--- config.mk ---
export PLATFORM = sky130hd
export DESIGN_NAME = sprite_raster_gen_flat
export DESIGN_NICKNAME = d
export VERILOG_FILES = /design/src/rtl/sprite_raster_gen_if.sv /design/src/rtl/sprite_raster_gen.sv /design/src/flat_wrapper.sv
export SDC_FILE = /design/constraint.sdc
export NUM_CORES = 1
export LEC_CHECK = 0
export BUFFER_PORTS_ARGS = -buffer_cell sky130_fd_sc_hd__buf_2
export CAP_MARGIN = 20
export CORE_MARGIN = 2
export CORE_UTILIZATION = 57
export DETAILED_ROUTE_END_ITERATION = 10
export PLACE_DENSITY = 0.82
export SLEW_MARGIN = 0
export SYNTH_ARGS = -nofsm -noshare
export SYNTH_HDL_FRONTEND = slang
export SYNTH_SLANG_ARGS = --single-unit
--- constraint.sdc ---
create_clock -name clk_pix -period 4.4 [get_ports clk_pix]
set_input_delay 0.44 -clock clk_pix [delete_from_list [all_inputs] [get_ports clk_pix]]
set_output_delay 0.44 -clock clk_pix [all_outputs]
set_load 0.03 [all_outputs]
--- src/rtl/sprite_raster_gen_if.sv ---
// Pixel-stream bundle between the raster generator and the sim harness / SDL sink.
// master: raster generator (buttons in, pixel stream out); slave: harness/sink side.
interface sprite_raster_gen_if;
  logic       btn_up;
  logic       btn_dn;
  logic       btn_fire;
  logic [9:0] sdl_sx;
  logic [9:0] sdl_sy;
  logic       sdl_de;
  logic [7:0] sdl_r;
  logic [7:0] sdl_g;
  logic [7:0] sdl_b;
  logic       frame_tick;

  modport master (
    input  btn_up, btn_dn, btn_fire,
    output sdl_sx, sdl_sy, sdl_de, sdl_r, sdl_g, sdl_b, frame_tick
  );

  modport slave (
    output btn_up, btn_dn, btn_fire,
    input  sdl_sx, sdl_sy, sdl_de, sdl_r, sdl_g, sdl_b, frame_tick
  );
endinterface

--- src/rtl/sprite_raster_gen.sv ---
// Full-frame raster scan (active + blanking) with one button-driven square sprite
// and a fire-flash/cooldown FSM. Sprite state changes only on frame_tick, which
// falls in vertical blanking, so a frame is never drawn with mixed state.
// Optional macro SPRITE_BORDER_EN: white 1-pixel border around the active area.
module sprite_raster_gen #(
  parameter int          H_ACTIVE     = 640,
  parameter int          H_TOTAL      = 800,
  parameter int          V_ACTIVE     = 480,
  parameter int          V_TOTAL      = 525,
  parameter int          SPR_SIZE     = 10,
  parameter int          SPR_STEP     = 2,
  parameter int          FLASH_FRAMES = 8,
  parameter logic [23:0] SPR_RGB      = 24'h0000FF,
  parameter logic [23:0] BG_RGB       = 24'h000000
) (
  input  logic                       clk_pix,
  input  logic                       sim_rst,
  sprite_raster_gen_if.master        bus
);

  localparam logic [9:0]  HT_M1  = 10'(H_TOTAL - 1);
  localparam logic [9:0]  VT_M1  = 10'(V_TOTAL - 1);
  localparam logic [9:0]  HA     = 10'(H_ACTIVE);
  localparam logic [9:0]  VA     = 10'(V_ACTIVE);
  localparam logic [9:0]  VA_M1  = 10'(V_ACTIVE - 1);
  localparam logic [10:0] SPR_X  = 11'((H_ACTIVE - SPR_SIZE) / 2);
  localparam logic [9:0]  SPR_Y0 = 10'((V_ACTIVE - SPR_SIZE) / 2);
  localparam logic [10:0] Y_MAX  = 11'(V_ACTIVE - SPR_SIZE);
  localparam logic [10:0] STEP   = 11'(SPR_STEP);
  localparam logic [10:0] SIZE   = 11'(SPR_SIZE);
  localparam logic [15:0] FC_TOP = 16'(FLASH_FRAMES - 1);

  localparam logic [1:0] S_IDLE  = 2'd0;
  localparam logic [1:0] S_FLASH = 2'd1;
  localparam logic [1:0] S_COOL  = 2'd2;

  logic [9:0]  r_sx, r_sy, r_spr_y;
  logic        r_tick;
  logic [2:0]  r_btn_s1, r_btn_s2;   // {fire, dn, up}
  logic [1:0]  r_state;
  logic [15:0] r_fcnt;

  logic        w_up, w_dn, w_fire;
  logic [10:0] w_y_ext, w_y_up, w_y_dn_raw, w_y_dn, w_sx_ext, w_sy_ext;
  logic        w_de, w_hit, w_border;
  logic [23:0] w_spr_rgb, w_rgb;

  assign w_up   = r_btn_s2[0];
  assign w_dn   = r_btn_s2[1];
  assign w_fire = r_btn_s2[2];

  // 11-bit extended clamp arithmetic: the up path saturates at 0, the down path at Y_MAX
  assign w_y_ext    = {1'b0, r_spr_y};
  assign w_y_up     = (w_y_ext < STEP) ? 11'd0 : (w_y_ext - STEP);
  assign w_y_dn_raw = w_y_ext + STEP;
  assign w_y_dn     = (w_y_dn_raw > Y_MAX) ? Y_MAX : w_y_dn_raw;

  assign w_sx_ext = {1'b0, r_sx};
  assign w_sy_ext = {1'b0, r_sy};
  assign w_de     = (r_sx < HA) && (r_sy < VA);
  assign w_hit    = (w_sx_ext >= SPR_X) && (w_sx_ext < SPR_X + SIZE) &&
                    (w_sy_ext >= w_y_ext) && (w_sy_ext < w_y_ext + SIZE);
  assign w_spr_rgb = (r_state == S_FLASH) ? 24'hFFFFFF : SPR_RGB;

`ifdef SPRITE_BORDER_EN
  assign w_border = (r_sx == 10'd0) || (r_sx == HA - 10'd1) ||
                    (r_sy == 10'd0) || (r_sy == VA_M1);
`else
  assign w_border = 1'b0;
`endif

  // Raster counters; frame_tick is registered so it lands exactly on (0, V_ACTIVE)
  always_ff @(posedge clk_pix or posedge sim_rst) begin
    if (sim_rst) begin
      r_sx   <= '0;
      r_sy   <= '0;
      r_tick <= 1'b0;
    end else begin
      r_tick <= (r_sx == HT_M1) && (r_sy == VA_M1);
      if (r_sx == HT_M1) begin
        r_sx <= '0;
        r_sy <= (r_sy == VT_M1) ? 10'd0 : r_sy + 10'd1;
      end else begin
        r_sx <= r_sx + 10'd1;
      end
    end
  end

  // Two-flop synchroniser for the asynchronous button levels
  always_ff @(posedge clk_pix or posedge sim_rst) begin
    if (sim_rst) begin
      r_btn_s1 <= '0;
      r_btn_s2 <= '0;
    end else begin
      r_btn_s1 <= {bus.btn_fire, bus.btn_dn, bus.btn_up};
      r_btn_s2 <= r_btn_s1;
    end
  end

  // Sprite position: one step per frame tick; opposing buttons cancel
  always_ff @(posedge clk_pix or posedge sim_rst) begin
    if (sim_rst) begin
      r_spr_y <= SPR_Y0;
    end else if (r_tick) begin
      if (w_up && !w_dn)      r_spr_y <= w_y_up[9:0];
      else if (w_dn && !w_up) r_spr_y <= w_y_dn[9:0];
    end
  end

  // Fire FSM: flash for FLASH_FRAMES ticks, then an equal cooldown that ignores fire
  always_ff @(posedge clk_pix or posedge sim_rst) begin
    if (sim_rst) begin
      r_state <= S_IDLE;
      r_fcnt  <= '0;
    end else if (r_tick) begin
      case (r_state)
        S_IDLE: if (w_fire) begin
          r_state <= S_FLASH;
          r_fcnt  <= FC_TOP;
        end
        S_FLASH: if (r_fcnt == 16'd0) begin
          r_state <= S_COOL;
          r_fcnt  <= FC_TOP;
        end else begin
          r_fcnt  <= r_fcnt - 16'd1;
        end
        S_COOL: if (r_fcnt == 16'd0) r_state <= S_IDLE;
                else                 r_fcnt  <= r_fcnt - 16'd1;
        default: r_state <= S_IDLE;
      endcase
    end
  end

  // Pixel priority: blanking black, then border, then sprite, then background
  always_comb begin
    w_rgb = 24'h000000;
    if (w_de) begin
      if (w_border)   w_rgb = 24'hFFFFFF;
      else if (w_hit) w_rgb = w_spr_rgb;
      else            w_rgb = BG_RGB;
    end
  end

  assign bus.sdl_sx     = r_sx;
  assign bus.sdl_sy     = r_sy;
  assign bus.sdl_de     = w_de;
  assign bus.sdl_r      = w_rgb[23:16];
  assign bus.sdl_g      = w_rgb[15:8];
  assign bus.sdl_b      = w_rgb[7:0];
  assign bus.frame_tick = r_tick;

endmodule
--- src/flat_wrapper.sv ---
// flat-port wrapper written by rule: the top's interface ports become plain ports
module sprite_raster_gen_flat 
#(
  parameter int          H_ACTIVE     = 640,
  parameter int          H_TOTAL      = 800,
  parameter int          V_ACTIVE     = 480,
  parameter int          V_TOTAL      = 525,
  parameter int          SPR_SIZE     = 10,
  parameter int          SPR_STEP     = 2,
  parameter int          FLASH_FRAMES = 8,
  parameter logic [23:0] SPR_RGB      = 24'h0000FF,
  parameter logic [23:0] BG_RGB       = 24'h000000
)
  (clk_pix, sim_rst, bus_btn_up, bus_btn_dn, bus_btn_fire, bus_sdl_sx, bus_sdl_sy, bus_sdl_de, bus_sdl_r, bus_sdl_g, bus_sdl_b, bus_frame_tick);
  sprite_raster_gen_if bus_i ();
  input  logic clk_pix;
  input  logic sim_rst;
  input wire logic [$bits(bus_i.btn_up)-1:0] bus_btn_up;
  input wire logic [$bits(bus_i.btn_dn)-1:0] bus_btn_dn;
  input wire logic [$bits(bus_i.btn_fire)-1:0] bus_btn_fire;
  output wire logic [$bits(bus_i.sdl_sx)-1:0] bus_sdl_sx;
  output wire logic [$bits(bus_i.sdl_sy)-1:0] bus_sdl_sy;
  output wire logic [$bits(bus_i.sdl_de)-1:0] bus_sdl_de;
  output wire logic [$bits(bus_i.sdl_r)-1:0] bus_sdl_r;
  output wire logic [$bits(bus_i.sdl_g)-1:0] bus_sdl_g;
  output wire logic [$bits(bus_i.sdl_b)-1:0] bus_sdl_b;
  output wire logic [$bits(bus_i.frame_tick)-1:0] bus_frame_tick;
  assign bus_i.btn_up = bus_btn_up;
  assign bus_i.btn_dn = bus_btn_dn;
  assign bus_i.btn_fire = bus_btn_fire;
  assign bus_sdl_sx = bus_i.sdl_sx;
  assign bus_sdl_sy = bus_i.sdl_sy;
  assign bus_sdl_de = bus_i.sdl_de;
  assign bus_sdl_r = bus_i.sdl_r;
  assign bus_sdl_g = bus_i.sdl_g;
  assign bus_sdl_b = bus_i.sdl_b;
  assign bus_frame_tick = bus_i.frame_tick;
  sprite_raster_gen #(.H_ACTIVE(H_ACTIVE), .H_TOTAL(H_TOTAL), .V_ACTIVE(V_ACTIVE), .V_TOTAL(V_TOTAL), .SPR_SIZE(SPR_SIZE), .SPR_STEP(SPR_STEP), .FLASH_FRAMES(FLASH_FRAMES), .SPR_RGB(SPR_RGB), .BG_RGB(BG_RGB)) u_core (.clk_pix(clk_pix), .sim_rst(sim_rst), .bus(bus_i));
endmodule
# --- Word level (Yosys, flattened, before mapping) ---
# Index checks and enable logic that the tools add are counted.
# W data, S select, Z words.
op_classes:
  addsub: 6
  order_cmp: 8
  eq_ne: 9
  mux: 17
  reduce_logical: 16
ops:
  columns: ["op", "count"]
  rows:
  - ["$mux W24", 3]
  - ["$mux W10", 6]
  - ["$mux W16", 3]
  - ["$pmux W16 S3", 1]
  - ["$add A10 B1 Y10 const B", 2]
  - ["$eq A10 B10 Y1 const B", 2]
  - ["$lt A10 B9 Y1 const B", 2]
  - ["$logic_not A16 Y1", 1]
  - ["$sub A16 B1 Y16 const B", 1]
  - ["$add A10 B2 Y11 const B", 1]
  - ["$add A10 B4 Y11 const B", 1]
  - ["$gt A11 B9 Y1 const B", 1]
  - ["$lt A10 B11 Y1", 1]
  - ["$eq A10 B9 Y1 const B", 1]
  - ["$ge A10 B10 Y1", 1]
  - ["$ge A10 B9 Y1 const B", 1]
  - ["$lt A10 B10 Y1 const B", 1]
  - ["$lt A10 B2 Y1 const B", 1]
  - ["$sub A10 B2 Y10 const B", 1]
  - ["$reduce_and A4 Y1", 2]
  - ["$logic_and A1 B1 Y1", 7]
  - ["$mux W2", 3]
  - ["$pmux W2 S3", 1]
  - ["$ne A2 B1 Y1 const B", 2]
  - ["8 further kinds", 10]
word_totals:
  reg_bits: 55
  word_cells: 64

# --- Longest topological paths before layout ---
logic_depth:
  depth_word: 6
  mapped_depth: 12
  mapped_depth_nobuf: 11

# --- Least setup slack after synthesis ---
# Ideal clock, no wire load.
synth_path:
  path_kind: "reg-to-output"
  startpoint: "reg u_core.r_spr_y[1]"
  endpoint: "out bus_sdl_g[1]"
  arrival_time_ns: 4.693
  required_time_ns: 3.960
  setup_slack_ns: -0.733
  stages_incl_launch_ff: 13
  n_path_buf: 1
  path_cell_list: "dfstp_2 -> ha_1 -> nor2_1 -> or3_1 -> xnor2_1 -> ha_1 -> o21ai_0 -> nand2b_1 -> a21oi_1 -> a31oi_1 -> o31a_1 -> nor4b_1 -> buf_4"
synth_via:
  elab_chain_cells: 5
  word_cells_on_any_way: 7
  cone_classes: "add/sub (1); order compare (2); mux (2); reduce/logical (2)"
synth_rtl:
  columns: ["element", "line", "source"]
  rows:
  - ["start, declared", "sprite_raster_gen.sv:37", "logic [9:0] r_sx, r_sy, r_spr_y;"]
  - ["start signal, assigned", "sprite_raster_gen.sv:105", "if (w_up && !w_dn) r_spr_y <= w_y_up[9:0];"]
  - ["start signal, assigned", "sprite_raster_gen.sv:106", "else if (w_dn && !w_up) r_spr_y <= w_y_dn[9:0];"]
  - ["$add A10 B4 Y11 or $ge A10 B10 Y1 (tied branches)", "sprite_raster_gen.sv:62", "(w_sy_ext >= w_y_ext) && (w_sy_ext < w_y_ext + SIZE);"]
  - ["$lt A10 B11 Y1 or $logic_and A1 B1 Y1 (tied branches)", "sprite_raster_gen.sv:62, sprite_raster_gen.sv:61", null]
  - ["$logic_and A1 B1 Y1 (*)", "sprite_raster_gen.sv:62", null]
  - ["$mux W24 (*)", "sprite_raster_gen.sv:139", "else if (w_hit) w_rgb = w_spr_rgb;"]
  - ["$mux W24 (*)", "sprite_raster_gen.sv:137", "if (w_de) begin"]
  - ["end, declared", "flat_wrapper.sv:25", "output wire logic [$bits(bus_i.sdl_g)-1:0] bus_sdl_g;"]
# Every way passes the cells marked *; elsewhere a longest branch is shown, timed or not.

# --- Worst setup path after layout ---
layout_path:
  startpoint: "reg u_core.r_spr_y[1]"
  endpoint: "out bus_sdl_b[4]"
layout_via:
  elab_chain_cells: 5
  word_cells_on_any_way: 7
  cone_classes: "add/sub (1); order compare (2); mux (2); reduce/logical (2)"
layout_rtl:
  columns: ["element", "line", "source"]
  rows:
  - ["$add A10 B4 Y11 or $ge A10 B10 Y1 (tied branches)", "sprite_raster_gen.sv:62", null]
  - ["$lt A10 B11 Y1 or $logic_and A1 B1 Y1 (tied branches)", "sprite_raster_gen.sv:62, sprite_raster_gen.sv:61", null]
  - ["$logic_and A1 B1 Y1 (*)", "sprite_raster_gen.sv:62", null]
  - ["$mux W24 (*)", "sprite_raster_gen.sv:139", null]
  - ["$mux W24 (*)", "sprite_raster_gen.sv:137", null]
  - ["end, declared", "flat_wrapper.sv:26", "output wire logic [$bits(bus_i.sdl_b)-1:0] bus_sdl_b;"]
# Marks and branches as above.

==> flow_summary.json <==
{
  "cts.htree.levels": 2,
  "viasPerCell": 5.76,
  "drt-met1-wl_um": 3950,
  "synth_top_area_cell": "dfrtp_1",
  "io_buffers": 50,
  "numCtsBuffers": 5,
  "cp.required_ns": 3.96,
  "crit_chain": "ha_1, nor2_1, or3_1, xnor2_1, ha_1, o21ai_0, nand2b_1, a21oi_1, a31oi_1, o31a_1, nor3_1, buf_2",
  "dr.max_layer_used": "met4",
  "setup-tns-final_ns": 0,
  "grt_max_degree": 56,
  "setup_viol": 0,
  "diodes": 0,
  "drive_gt1_share_pct": 17.7,
  "synthCells": 442,
  "synth_seq_cells": 55,
  "synth_top_cells_by_count": "49 x dfrtp_1, 44 x nor2_1, 33 x ha_1",
  "ir_drop_mv": 0.203,
  "synth_top_area_share_pct": 30.8,
  "cts_buffer_depth": 2,
  "cp_slowest_cell": "dfstp_2",
  "wl_met3_um": 407,
  "rrSetupSlack_ns": 1.60,
  "core_area_sq_mm": 0.00679,
  "relSlewSlack_pct": 35.3,
  "dpl_cell_area_sq_mm": 0.00411,
  "final_nets": 506,
  "drc": 0,
  "timing.rr.start": "u_core.r_spr_y[1]",
  "reg2reg_depth": 8,
  "rsz0062_at_grt": "false",
  "ant_nets": 0,
  "crit_fanout": 11,
  "vias": 3257,
  "end_kind": "primary output",
  "grt_pass1_vias": 2985,
  "synth_area_per_cell_sq_um": 9.01,
  "yosysWarnings": 0,
  "yosysMostFrequentCell": "dfrtp_1",
  "finalInstanceArea_sq_mm": 0.00422,
  "final.setup_skew_ns": 0.00435,
  "fin_util_pct": 62.1,
  "die_area_sq_mm": 0.00767,
  "async_flop_share_pct": 100,
  "crit_family": "simple AND/OR/NAND/NOR gates",
  "worstPathArrival_ns": 3.65,
  "hold_ws_ns": 0.229,
  "r2r-end": "u_core.r_spr_y[5]",
  "hp-class": "in -> reg",
  "holdPathStages": 1,
  "grt.overflow.total": 0,
  "p_per_area_mw_per_mm2": 206,
  "post-cts-setup-buffers": 0,
  "grt_pass1_wl_um": 14300,
  "path_buf_inv": 1,
  "dp_hpwl_um": 6180,
  "cp-start-kind": "register",
  "synth_cell_types": 66,
  "post-route-period-util_pct": 93.1,
  "initial_core_util_pct": 58.6,
  "fmax_mhz": 244,
  "worstMarginPinSlew_ns": 0.967,
  "dominantRegCellSynth": "dfrtp_1",
  "clk_pin_slew_ns": 0.10,
  "synthesis.area_sq_mm": 0.00398,
  "drt_iter0_markers": 238,
  "worstHoldStart": "bus_btn_fire",
  "fp-row-count": 30,
  "maxCapViolations": 0,
  "ctsHoldBuffers": 0,
  "root_buffer": "clkbuf_8",
  "synth_edf_count": 0,
  "wl_per_cell_um": 15.0,
  "fillers": 550,
  "cpPeakStageDelay_ns": 0.64,
  "tritoncts": "done",
  "ys_seq_area_share_pct": 34.8,
  "routabilityCongestion": 0.978,
  "die_w_um": 87.6,
  "fp.dieH_um": 87.6,
  "syn2layout_area_growth_pct": 6.03,
  "post-route-min-period_ns": 4.09,
  "cts.sinks": 55,
  "p_leak_nw": 2.05,
  "syn_nets": 480,
  "track_usage_pct": 23.2,
  "hold_viol": 0,
  "path_class": "reg -> out",
  "pin_count": 51,
  "met2_length_um": 4010,
  "routed_wl_um": 8490,
  "cpMostUsedCell": "ha_1",
  "holdPathEnd": "u_core.r_btn_s1[2]",
  "antenna_found_initial": 0,
  "cts_resized": 0,
  "clkLatencyLatePin_ns": 0.31,
  "status": "finished clean",
  "synth_area_leaders": "dfrtp_1 31%, ha_1 10%, xnor2_1 5.1%",
  "first_pass_iters": 4,
  "slew_violations": 0
}
-- where the power goes --
part	total (mW)	switching, mW	leakage [nW]	internal [mW]
clock network	0.344	0.172	0.0558	0.172
registers	0.509	0.000884	0.718	0.508
logic	0.0181	0.0139	1.27	0.00418
-- cell usage in the layout (no fill, tap or decap), types with 3 or more instances in the layout --
cell type	n
buf_2	50
dfrtp_1	49
nor2_1	44
ha_1	33
o21ai_0	29
inv_1	28
nand2_1	23
xnor2_1	23
a21oi_1	17
nor3_1	14
and3_1	11
nand4_1	10
nand3_1	9
xor2_1	9
nand2b_1	8
a31oi_1	6
a21o_1	6
dfstp_2	6
nor4_1	5
or3_1	5
clkbuf_8	5
a211oi_1	4
o22ai_1	4
o31ai_1	4
o21a_1	4
or2_2	3
nor4b_1	3
and2_1	3
o22a_1	3
nor2b_1	3
nor3b_1	3
-- cell type report --
type                            count  area, sq um  area share, %
Timing Repair Buffer               52          265           6.28
Clock inverter                      2         38.8          0.919
Sequential cell                    55         1380           32.8
Inverter                           29          109           2.58
Multi-Input combinational cell    325         2230           52.9
Tap cell                           96          120           2.85
Clock buffer                        6         72.6           1.72
-- kinds of logic after synthesis --
| kind of cell | synth area share [%] |
|---|---|
| AND/OR/NAND/NOR | 21.7 |
| XOR/XNOR | 7.04 |
| adder cells (fa/ha/maj) | 10.4 |
| multiplexers | 0.786 |
| flip-flops | 34.8 |
| AO/OA/AOI/OAI | 16.0 |
| buffers and inverters | 9.33 |
-- worst max path at each step --
stage,start,endpoint,slack [ns],cells after the start
finish,u_core.r_spr_y[1],bus_sdl_b[4],0.31,12
global route,u_core.r_spr_y[1],bus_sdl_b[4],0.05,12
CTS,u_core.r_spr_y[1],bus_sdl_b[4],0.31,12
detailed placement,u_core.r_spr_y[1],bus_sdl_b[4],0.68,12
global placement,u_core.r_spr_y[1],bus_sdl_b[1],0.88,12
floorplan,u_core.r_spr_y[1],bus_sdl_g[1],0.30,12
-- per-layer routing --
layer  vias to the layer above  track usage [%]
li1                       1595                -
met1                      1551             32.5
met2                        98             37.7
met3                        13             2.92
met4                         0             7.55
met5                         -                0
-- per-stage QoR --
| step | power (mW) | worst slack (ns) | instances |
|---|---|---|---|
| finish | 0.872 | 0.305 | 565 |
| global route | 0.898 | 0.0461 | 565 |
| CTS | 0.878 | 0.314 | 565 |
| detailed placement | 0.537 | 0.681 | 557 |
| global placement | 0.537 | 0.882 | 557 |
| floorplan | 0.530 | 0.296 | 442 |
-- state kept, by name, indices dropped and copies added (netlist names) --
register,flops
u_core.r_btn_s1,3
u_core.bus.frame_tick,1
u_core.r_state,2
u_core.bus.sdl_sx,10
u_core.r_fcnt,16
u_core.r_btn_s2,3
u_core.bus.sdl_sy,10
u_core.r_spr_y,10
Note: power is estimated with default switching activity, not from simulation.
